**config.mk**
```make
export PLATFORM = sky130hd
export DESIGN_NAME = mux4_op_pipe
export DESIGN_NICKNAME = d
export VERILOG_FILES = /design/src/rtl/mux4_op_pipe.sv
export SDC_FILE = /design/constraint.sdc
export NUM_CORES = 1
export LEC_CHECK = 0
export CORE_MARGIN = 4
export CORE_UTILIZATION = 45
export CTS_CLUSTER_SIZE = 25
export DETAILED_ROUTE_END_ITERATION = 8
export PLACE_DENSITY_LB_ADDON = 0.15
export RECOVER_POWER = 50
export SETUP_SLACK_MARGIN = 0.02
export SYNTH_ARGS = -nofsm -noshare
export SYNTH_HDL_FRONTEND = slang
export SYNTH_SLANG_ARGS = --single-unit
```
**constraint.sdc**
```tcl
create_clock -name clk -period 3.49 [get_ports clk]
set_input_delay 0.698 -clock clk [delete_from_list [all_inputs] [get_ports clk]]
set_output_delay 0.698 -clock clk [all_outputs]
set_load 0.02 [all_outputs]
```
**src/rtl/mux4_op_pipe.sv**
```systemverilog
// Registered 4-way operand selector with valid/ready handshake and a 1-entry output register.
// It computes din0, din1, din0+din1 or din0-din1 on signed operands, with overflow detection and optional saturation.
module mux4_op_pipe #(
    parameter int WIDTH = 3,
    parameter int SAT   = 0
) (
    input  logic             clk,
    input  logic             rst,
    input  logic             in_valid,
    output logic             in_ready,
    input  logic [WIDTH-1:0] din0,
    input  logic [WIDTH-1:0] din1,
    input  logic [1:0]       sel,
    input  logic             auto_mode,
    input  logic             ovf_clr,
    output logic             out_valid,
    input  logic             out_ready,
    output logic [WIDTH-1:0] dout,
    output logic             ovf,
    output logic [1:0]       out_sel,
    output logic             ovf_sticky
);

    logic [1:0]       scan_q;
    logic [1:0]       eff_sel;
    logic             accept;
    logic [WIDTH:0]   a_ext;
    logic [WIDTH:0]   b_ext;
    logic [WIDTH:0]   sum_ext;
    logic [WIDTH-1:0] res;
    logic             res_ovf;

    assign in_ready = !out_valid || out_ready;
    assign accept   = in_valid && in_ready;
    assign eff_sel  = auto_mode ? scan_q : sel;
    assign a_ext    = {din0[WIDTH-1], din0};
    assign b_ext    = {din1[WIDTH-1], din1};

    always_comb begin
        sum_ext = '0;
        res_ovf = 1'b0;
        res     = '0;
        case (eff_sel)
            2'd0: res = din0;
            2'd1: res = din1;
            default: begin
                sum_ext = (eff_sel == 2'd2) ? (a_ext + b_ext) : (a_ext - b_ext);
                // The extra sign bit disagreeing with the result MSB means the value left the WIDTH-bit range.
                res_ovf = sum_ext[WIDTH] ^ sum_ext[WIDTH-1];
                if (res_ovf && (SAT != 0))
                    res = sum_ext[WIDTH] ? {1'b1, {(WIDTH-1){1'b0}}}
                                         : {1'b0, {(WIDTH-1){1'b1}}};
                else
                    res = sum_ext[WIDTH-1:0];
            end
        endcase
    end

    always_ff @(posedge clk) begin
        if (rst) begin
            out_valid  <= 1'b0;
            dout       <= '0;
            ovf        <= 1'b0;
            out_sel    <= 2'd0;
            ovf_sticky <= 1'b0;
            scan_q     <= 2'd0;
        end else begin
            if (accept) begin
                out_valid <= 1'b1;
                dout      <= res;
                ovf       <= res_ovf;
                out_sel   <= eff_sel;
            end else if (out_ready) begin
                out_valid <= 1'b0;
            end

            if (accept && res_ovf)
                ovf_sticky <= 1'b1;
            else if (ovf_clr)
                ovf_sticky <= 1'b0;

            if (!auto_mode)
                scan_q <= 2'd0;
            else if (accept)
                scan_q <= scan_q + 2'd1;
        end
    end

endmodule
```
# Word level (Yosys, flattened, before mapping)
# Index checks and enable logic that the tools add are counted.
[word_totals]
ff_bits = 10
output_inout_bits = 9
elab_cells = 30
[op_classes]
addsub = 3
eq_ne = 2
mux = 8
bitwise_logic = 2
n_reduce_logical = 9
[ops]
columns = ["operator", "count"]
rows = [
  ["case mux 3 bit (2 select lines)", 1],
  ["two-way mux 1 bit", 5],
  ["adder 3 x 3 -> 4 bit", 1],
  ["two-way mux 4 bit", 1],
  ["nonzero test 2 bit", 2],
  ["OR reduction 2 bit", 2],
  ["subtractor 3 x 3 -> 4 bit", 1],
  ["adder 2 x 1 -> 2 bit, second input constant", 1],
  ["equality test 2 x 1 -> 1 bit, second input constant", 1],
  ["equality test 2 bit, second input constant", 1],
  ["logical AND 1 bit", 2],
  ["zero test 2 bit", 1],
  ["two-way mux 2 bit", 1],
  ["zero test 1 bit", 1],
  ["logical OR 1 bit", 1],
  ["NOT 1 bit", 1],
  ["XOR 1 bit", 1],
]

# Longest topological paths before layout
# Gate-level depths: netlist (run 1).
[depth]
depth_word = 7
mapped_depth = 10

# Worst setup path before layout (run 1)
# No wires, ideal clock.
[synth_timing]
path_type = "input to register"
startpoint = "in sel[1]"
endpoint = "reg ovf_sticky"
setup_ns = 0.128
arrival_ns = 2.361
required_ns = 3.362
slack_ns = 1.001
cell_stages = 10
path_cell_list = "nor3b_1 > a31oi_1 > or2b_1 > xnor2_1 > ha_1 > nor2b_1 > a31oi_1 > xnor2_1 > xnor2_1 > o32ai_1"
[synth_between]
elab_chain_cells = 7
elab_cells_between_ends = 11
cone_classes = "2 x eq/ne; 4 x mux; 1 x bitwise; 4 x reduce/logical"
[synth_rtl]
columns = ["element", "line", "text"]
rows = [
  ["start, declared", "13", "input logic [1:0] sel,"],
  ["two-way mux 2 bit (*)", "35", "assign eff_sel = auto_mode ? scan_q : sel;"],
  ["equality test 2 bit", "47", "sum_ext = (eff_sel == 2'd2) ? (a_ext + b_ext) : (a_ext - b_ext);"],
  ["two-way mux 4 bit", "47", ""],
  ["XOR 1 bit", "49", "res_ovf = sum_ext[WIDTH] ^ sum_ext[WIDTH-1];"],
  ["two-way mux 1 bit (*)", "43", "case (eff_sel)"],
  ["logical AND 1 bit (*)", "77", "if (accept && res_ovf)"],
  ["two-way mux 1 bit or nonzero test 2 bit (tied branches)", "-", ""],
  ["end signal, assigned", "65", "ovf_sticky <= 1'b0;"],
  ["end signal, assigned", "78", "ovf_sticky <= 1'b1;"],
  ["end signal, assigned", "80", "ovf_sticky <= 1'b0;"],
  ["end, declared", "21", "output logic ovf_sticky"],
]
# Every way passes the cells marked *; elsewhere a longest branch is shown, timed or not.
# A chain may end at the register's enable or synchronous reset.

# Final worst setup path (run 1)
[layout_timing]
startpoint = "in auto_mode"
endpoint = "reg ovf_sticky"
[layout_between]
elab_chain_cells = 7
elab_cells_between_ends = 11
cone_classes = "2 x eq/ne; 4 x mux; 1 x bitwise; 4 x reduce/logical"
[layout_rtl]
columns = ["element", "line", "text"]
rows = [
  ["start, declared", "14", "input logic auto_mode,"],
  ["two-way mux 2 bit (*)", "35", ""],
  ["equality test 2 bit", "47", ""],
  ["two-way mux 4 bit", "47", ""],
  ["XOR 1 bit", "49", ""],
  ["two-way mux 1 bit (*)", "43", ""],
  ["logical AND 1 bit (*)", "77", ""],
  ["two-way mux 1 bit or nonzero test 2 bit (tied branches)", "-", ""],
]
# Marks and branches as above.

==> flow_summary_export.csv, run 1 <==
group,metric,value,unit
critical_path,cp-start-kind,"input port",
global_routing,antenna_found_initial,0,
place,dp_hpwl,1.04,mm
power_and_ir_drop,p_sw_share,28.0,%
hold_path,min_path_type,"reg2reg",
cells_and_area,utilization,68.6,%
clocking,post_cts_resized,0,
synth,synth_common_cells,"nor2_1, dfxtp_1, a21oi_1",
synth,netlist_area,626,um2
synth,synthFlopType,"dfxtp_1",
drt,avgRoutedWirePerCell,11.3,um
global_routing,grt_pass1_vias,513,
critical_path,path_cells,"clkdlybuf4s50_1 -> nor3b_1 -> a31oi_1 -> or2b_1 -> xnor2_1 -> ha_1 -> nor2b_1 -> a31oi_1 -> xnor2_1 -> xnor2_1 -> o32ai_1",
floorplanning,io_pins,23,
critical_path,crit_arrival,3.07,ns
power_and_ir_drop,combPwrFrac,30.9,%
critical_path,critPathCapture,"ovf_sticky",
critical_path,worst_path_most_repeated_cell,"xnor2_1",
synth,syn_inst,74,
place,placed_area,856,um2
place,port_buffers,22,
synth,yosysTopAreaCell,"dfxtp_1",
critical_path,crit_slowest_cell,"clkdlybuf4s50_1",
clocking,clkLatencyLatePin,0.26,ns
job,maxCapViolations,0,
floorplanning,die_w,45.3,um
timing,slew_viol_final,0,
place,gp_congestion,0.715,
clocking,ctsHoldBuffers,0,
critical_path,crit_path_start,"auto_mode",
critical_path,cp_max_fo,5,
timing,min_period,2.93,ns
drt,post_drt_via_cell_ratio,5.10,
drt,wirelength,1.28,mm
floorplanning,coreArea,1300,um2
timing,skew,0.00472,ns
synth,yosysUniqueCellTypes,25,
critical_path,critical_path_class,"in2reg",
place,place_ws,0.256,ns
drt,ant_nets,0,
cells_and_area,nets,118,
cells_and_area,stdcell_area,892,um2
synth,synth_top_cell_area_share,32.0,%
synth,seq_area_frac_synth,32.0,%
timing,setup_violations,0,
power_and_ir_drop,pwr-share-clk,31.1,%
critical_path,end_kind,"flop",
cells_and_area,multi_input_area,398,um2
drt,drtIter0Drc,9,
cells_and_area,synthToLayoutAreaGrowth,42.6,%
timing,hold_viol_final,0,
power_and_ir_drop,power_switching,91.9,uW
drt,drcViolationCount,0,
floorplanning,die-area,2050,um2
clocking,cts.sinks,10,
synth,synth_edf_count,0,
synth,synth.most_common_cell,"nor2_1",
outcome,outcome,"finished clean",
global_routing,grt_usage,13.9,%
global_routing,grt_overflow_total,0,
critical_path,regToRegStartpoint,"scan_q[0]",
synth,ys_ff_latch,10,
clocking,cts_buffer_depth,2,
critical_path,cp.required,3.63,ns
synth,synthesis.nets,93,
clocking,cts_tree,"done",
floorplanning,die_h,45.3,um
power_and_ir_drop,p_leak,0.389,nW
critical_path,reg2reg_slack,1.23,ns
power_and_ir_drop,powerDensity,368,nW/um2
clocking,clk_pin_slew,0.07,ns
critical_path,cpPeakStageDelay,0.58,ns
drt,first_pass_iters,4,
clocking,cts-root-buf,"clkbuf_4",
synth,yosysWarnings,0,
synth,avgSynthCellArea,8.45,um2
timing,max_freq,341,MHz
cells_and_area,layout-drive-gt1-share,5.10,%
floorplanning,initial_utilization,48.1,%
synth,synthTopCellsByArea,"dfxtp_1, ha_1, mux2i_1, nor2_1, xnor2_1",
floorplanning,row_count,13,
timing,rsz0062_at_grt,"false",
critical_path,reg2reg_depth,10,
drt,vias,576,
clocking,cts_max_level,1,
power_and_ir_drop,p_int,236,uW
global_routing,grt_max_degree,14,
global_routing,grt_pass1_wl,2.06,mm
timing,timing.final.ws_setup,0.559,ns
timing,setup_tns,0,ns
power_and_ir_drop,seq_power_share,38.0,%
timing,relSlewSlack,59.7,%
power_and_ir_drop,ir_drop,0.160,mV
critical_path,r2r-end,"ovf_sticky",
power_and_ir_drop,fin_total_pwr,328,uW
clocking,numCtsBuffers,3,
cells_and_area,num_antenna_cells,0,
timing,tightest_slew,0.587,ns
cells_and_area,nFillCells,120,
timing,period_share,84.0,%
clocking,postCtsSetupRepairBufs,0,
cells_and_area,register_area,200,um2
synth,async_flop_share,0,%
cell usage in the layout, fill, tap and decap left out, types with 2 or more instances in the layout:
cell type / instances
a31oi_1: 2
mux2i_1: 5
a211oi_1: 3
dfxtp_1: 10
clkbuf_4: 3
or2b_1: 2
ha_1: 4
xnor2_1: 5
dlygate4sd3_1: 7
inv_1: 5
nand2_1: 3
clkdlybuf4s50_1: 15
a21oi_1: 7
nor2_1: 13
xor2_1: 2
per-stage QoR:
stage	instances	hold slack [ns]
2_1_floorplan	74	0.501
3_3_place_gp	109	0.461
3_5_place_dp	109	0.472
4_1_cts	113	0.481
5_1_grt	113	0.499
6_report	113	0.476
per-layer routing:
layer  wire, um  vias to the layer above  global-route usage (%)
met1        545                      256                    14.9
met2        624                       17                    24.6
met5          0                        -                       0
met3         92                        2                    1.59
met4         17                        0                    10.5
li1           -                      301                       -
how the worst min path moves through the flow:
stage,slack (ns),end,cells after the start,start
floorplan,0.50,scan_q[1],2,scan_q[1]
global placement,0.46,ovf_sticky,2,ovf_sticky
detailed placement,0.47,ovf_sticky,2,ovf_sticky
CTS,0.48,ovf_sticky,2,ovf_sticky
global route,0.50,ovf_sticky,2,ovf_sticky
finish,0.48,ovf,2,ovf
flip-flops by register name (all words and copies together) (netlist names):
name / cells
out_valid: 1
scan_q: 2
out_sel: 2
ovf: 1
ovf_sticky: 1
dout: 3
worst max-delay path: cells and delay by family:
kind / cells / cell delay [ns]
simple gates: 3 / 0.41
buf+inv: 1 / 0.58
xor+xnor: 3 / 0.47
fa+ha+maj: 1 / 0.33
compound gates: 3 / 0.59
power groups by stage:
stage	combinational, mW	clock (mW)	sequential [mW]
finish	0.101	0.102	0.125
CTS	0.104	0.105	0.125
detailed placement	0.104	0	0.127
global route	0.112	0.109	0.125
global placement	0.102	0	0.127
floorplan	0.0571	0	0.134
kinds of logic after synthesis:
family	share of synthesized area, %
muxes	10.2
and+or+nand+nor	18.2
xor gates and xnor gates	9.80
buffers and inverters	4.40
DFF	32.0
adders and majority gates	11.2
AOI/OAI and AO/OA	14.2
cell type report:
cell class                      instances  share of cell area, %
Inverter                                5                   2.10
Tap cell                               15                   2.10
Clock buffer                            4                   4.07
Sequential cell                        10                   22.4
Timing Repair Buffer                   22                   24.7
Multi-Input combinational cell         57                   44.6
Note: power is estimated with default switching activity, not from simulation.
==> run 2, diff against run 1 <==
CORE_UTILIZATION = 42   (was 45)
clock period = 2.8 ns   (was 3.49 ns; I/O delays follow)
==> run 2 against run 1 <==
  * Critical path depth fell by 1
  * Final area increased by 6.5%
  * Sequential cell count stayed put
  * Wire length rose by 5.9%
  * Count of clock-buffer cells in the layout shrank 1
  * Clock skew down 0.00089 ns
  * Non-clock buffer count is 7 higher
  * Die area rose by 5.9%
  * Worst setup slack lost 0.33 ns
  * Register-to-register slack got worse by 0.57 ns
==> flow_summary_export.csv, run 2 (synthesis results as in run 1) <==
group,metric,value,unit
drt,wirelength,1.35,mm
cells_and_area,mostFrequentLayoutCells,"nor2_1, clkdlybuf4s50_1, dfxtp_1, a21oi_1, buf_4",
cells_and_area,nets,125,
cells_and_area,synthToLayoutAreaGrowth,51.8,%
drt,post_drt_via_cell_ratio,5.06,
critical_path,cp-start-kind,"input port",
outcome,outcome,"finished clean",
drt,ant_nets,0,
timing,relSlewSlack,72.2,%
timing,max_freq,389,MHz
power_and_ir_drop,ir_drop,0.199,mV
floorplanning,die-area,2170,um2
critical_path,critical_path_class,"in2reg",
job,maxCapViolations,0,
global_routing,grt_max_degree,14,
floorplanning,die_h,46.6,um
place,gp_congestion,0.843,
drt,avgRoutedWirePerCell,11.4,um
drt,vias,602,
timing,tightest_slew,0.417,ns
hold_path,min_path_type,"reg2reg",
timing,setup_tns,0,ns
cells_and_area,instances_no_fill,119,
critical_path,cp.required,2.93,ns
timing,period_share,91.8,%
global_routing,grt_overflow_total,0,
global_routing,grt_pass1_vias,599,
global_routing,grt_usage,15.4,%
floorplanning,row_count,13,
clocking,cts.sinks,10,
clocking,clkLatencyLatePin,0.25,ns
clocking,ctsHoldBuffers,0,
clocking,cts_max_level,1,
critical_path,crit_arrival,2.70,ns
floorplanning,die_w,46.6,um
clocking,cts_buffer_depth,2,
cells_and_area,reg_top3,"dout x3, out_sel x2, scan_q x2",
cells_and_area,layout-drive-gt1-share,12.5,%
clocking,cts_tree,"done",
critical_path,end_kind,"flop",
cells_and_area,num_antenna_cells,0,
power_and_ir_drop,p_leak,0.442,nW
floorplanning,coreArea,1350,um2
place,port_buffers,22,
drt,first_pass_iters,4,
clocking,cts-root-buf,"clkbuf_4",
drt,drtIter0Drc,3,
timing,min_period,2.57,ns
timing,slew_viol_final,0,
cells_and_area,utilization,70.3,%
timing,rsz0062_at_grt,"false",
timing,fin_hold_ws,0.477,ns
floorplanning,io_pins,23,
power_and_ir_drop,powerDensity,404,nW/um2
timing,hold_viol_final,0,
cells_and_area,largest_reg_flops,3,
drt,drcViolationCount,0,
global_routing,antenna_found_initial,0,
timing,setup_violations,0,
clocking,clk_pin_slew,0.06,ns
global_routing,grt_pass1_wl,2.37,mm
clocking,numCtsBuffers,3,
cells_and_area,regMostFlops,"dout",
place,dp.cells,116,
timing,skew,0.00383,ns
critical_path,cp_max_fo,2,
floorplanning,initial_utilization,46.3,%
place,dp_hpwl,1.16,mm
==> run 2: through the flow <==
stage | power (mW) | cell area (um2) | worst slack [ns]
final | 0.383 | 950 | 0.230
after CTS | 0.388 | 931 | 0.171
after floorplan | 0.238 | 626 | 0.449
after global placement | 0.294 | 908 | -0.0264
after detailed placement | 0.298 | 908 | -0.0989
after global routing | 0.412 | 950 | 0.0502
==> run 2: layout make-up <==
| type | count | area, um2 |
|---|---|---|
| tap | 15 | 18.8 |
| fill | 122 | 400 |
| multi-input combinational | 57 | 409 |
| timing repair buffer | 29 | 280 |
| clock buffer | 3 | 22.5 |
| inverter | 5 | 18.8 |
| sequential | 10 | 200 |
==> run 2: metal layers <==
metal | vias to the layer above | track usage [%] | wire length [um]
li1 | 315 | - | -
met5 | - | 0 | 0
met1 | 270 | 18.5 | 629
met2 | 15 | 26.6 | 628
met4 | 0 | 8.52 | 19
met3 | 2 | 1.17 | 77
==> run 2: power breakdown <==
group	switching [mW]	leakage (nW)	internal [mW]	total, mW
clock network	0.0416	0.0138	0.0492	0.0909
logic	0.0644	0.346	0.0729	0.137
registers	0.00435	0.0819	0.151	0.155
==> run 2: path summary, 6_finish.rpt <==
check	startpoint	endpoint	slack, ns	cells past startpoint
worst min register to register	ovf	ovf	0.48	2
worst max-delay path	din1[0]	ovf_sticky	0.23	10
worst max register to register	scan_q[0]	ovf_sticky	0.66	10
worst min-delay path	ovf	ovf	0.48	2
==> run 2: worst max-delay path, stage by stage <==
cell             delay [ns]
clkdlybuf4s50_1        0.47
inv_1                  0.06
ha_1                   0.29
nand2_1                0.05
o21ai_0                0.15
fa_1                   0.49
xnor2_1                0.21
xnor2_1                0.15
xnor2_1                0.16
o32ai_1                0.10
==> run 2: timing repair <==
action,in CTS,in global routing
gates resized for setup,0,5
buffers inserted,0,0
endpoints found under the setup margin,0,3
==> run 3, diff against run 2 <==
TNS_END_PERCENT = 10   (was default)
==> results of run 3 <==
The final DEF is identical to that of run 2; final timing and power are the same.
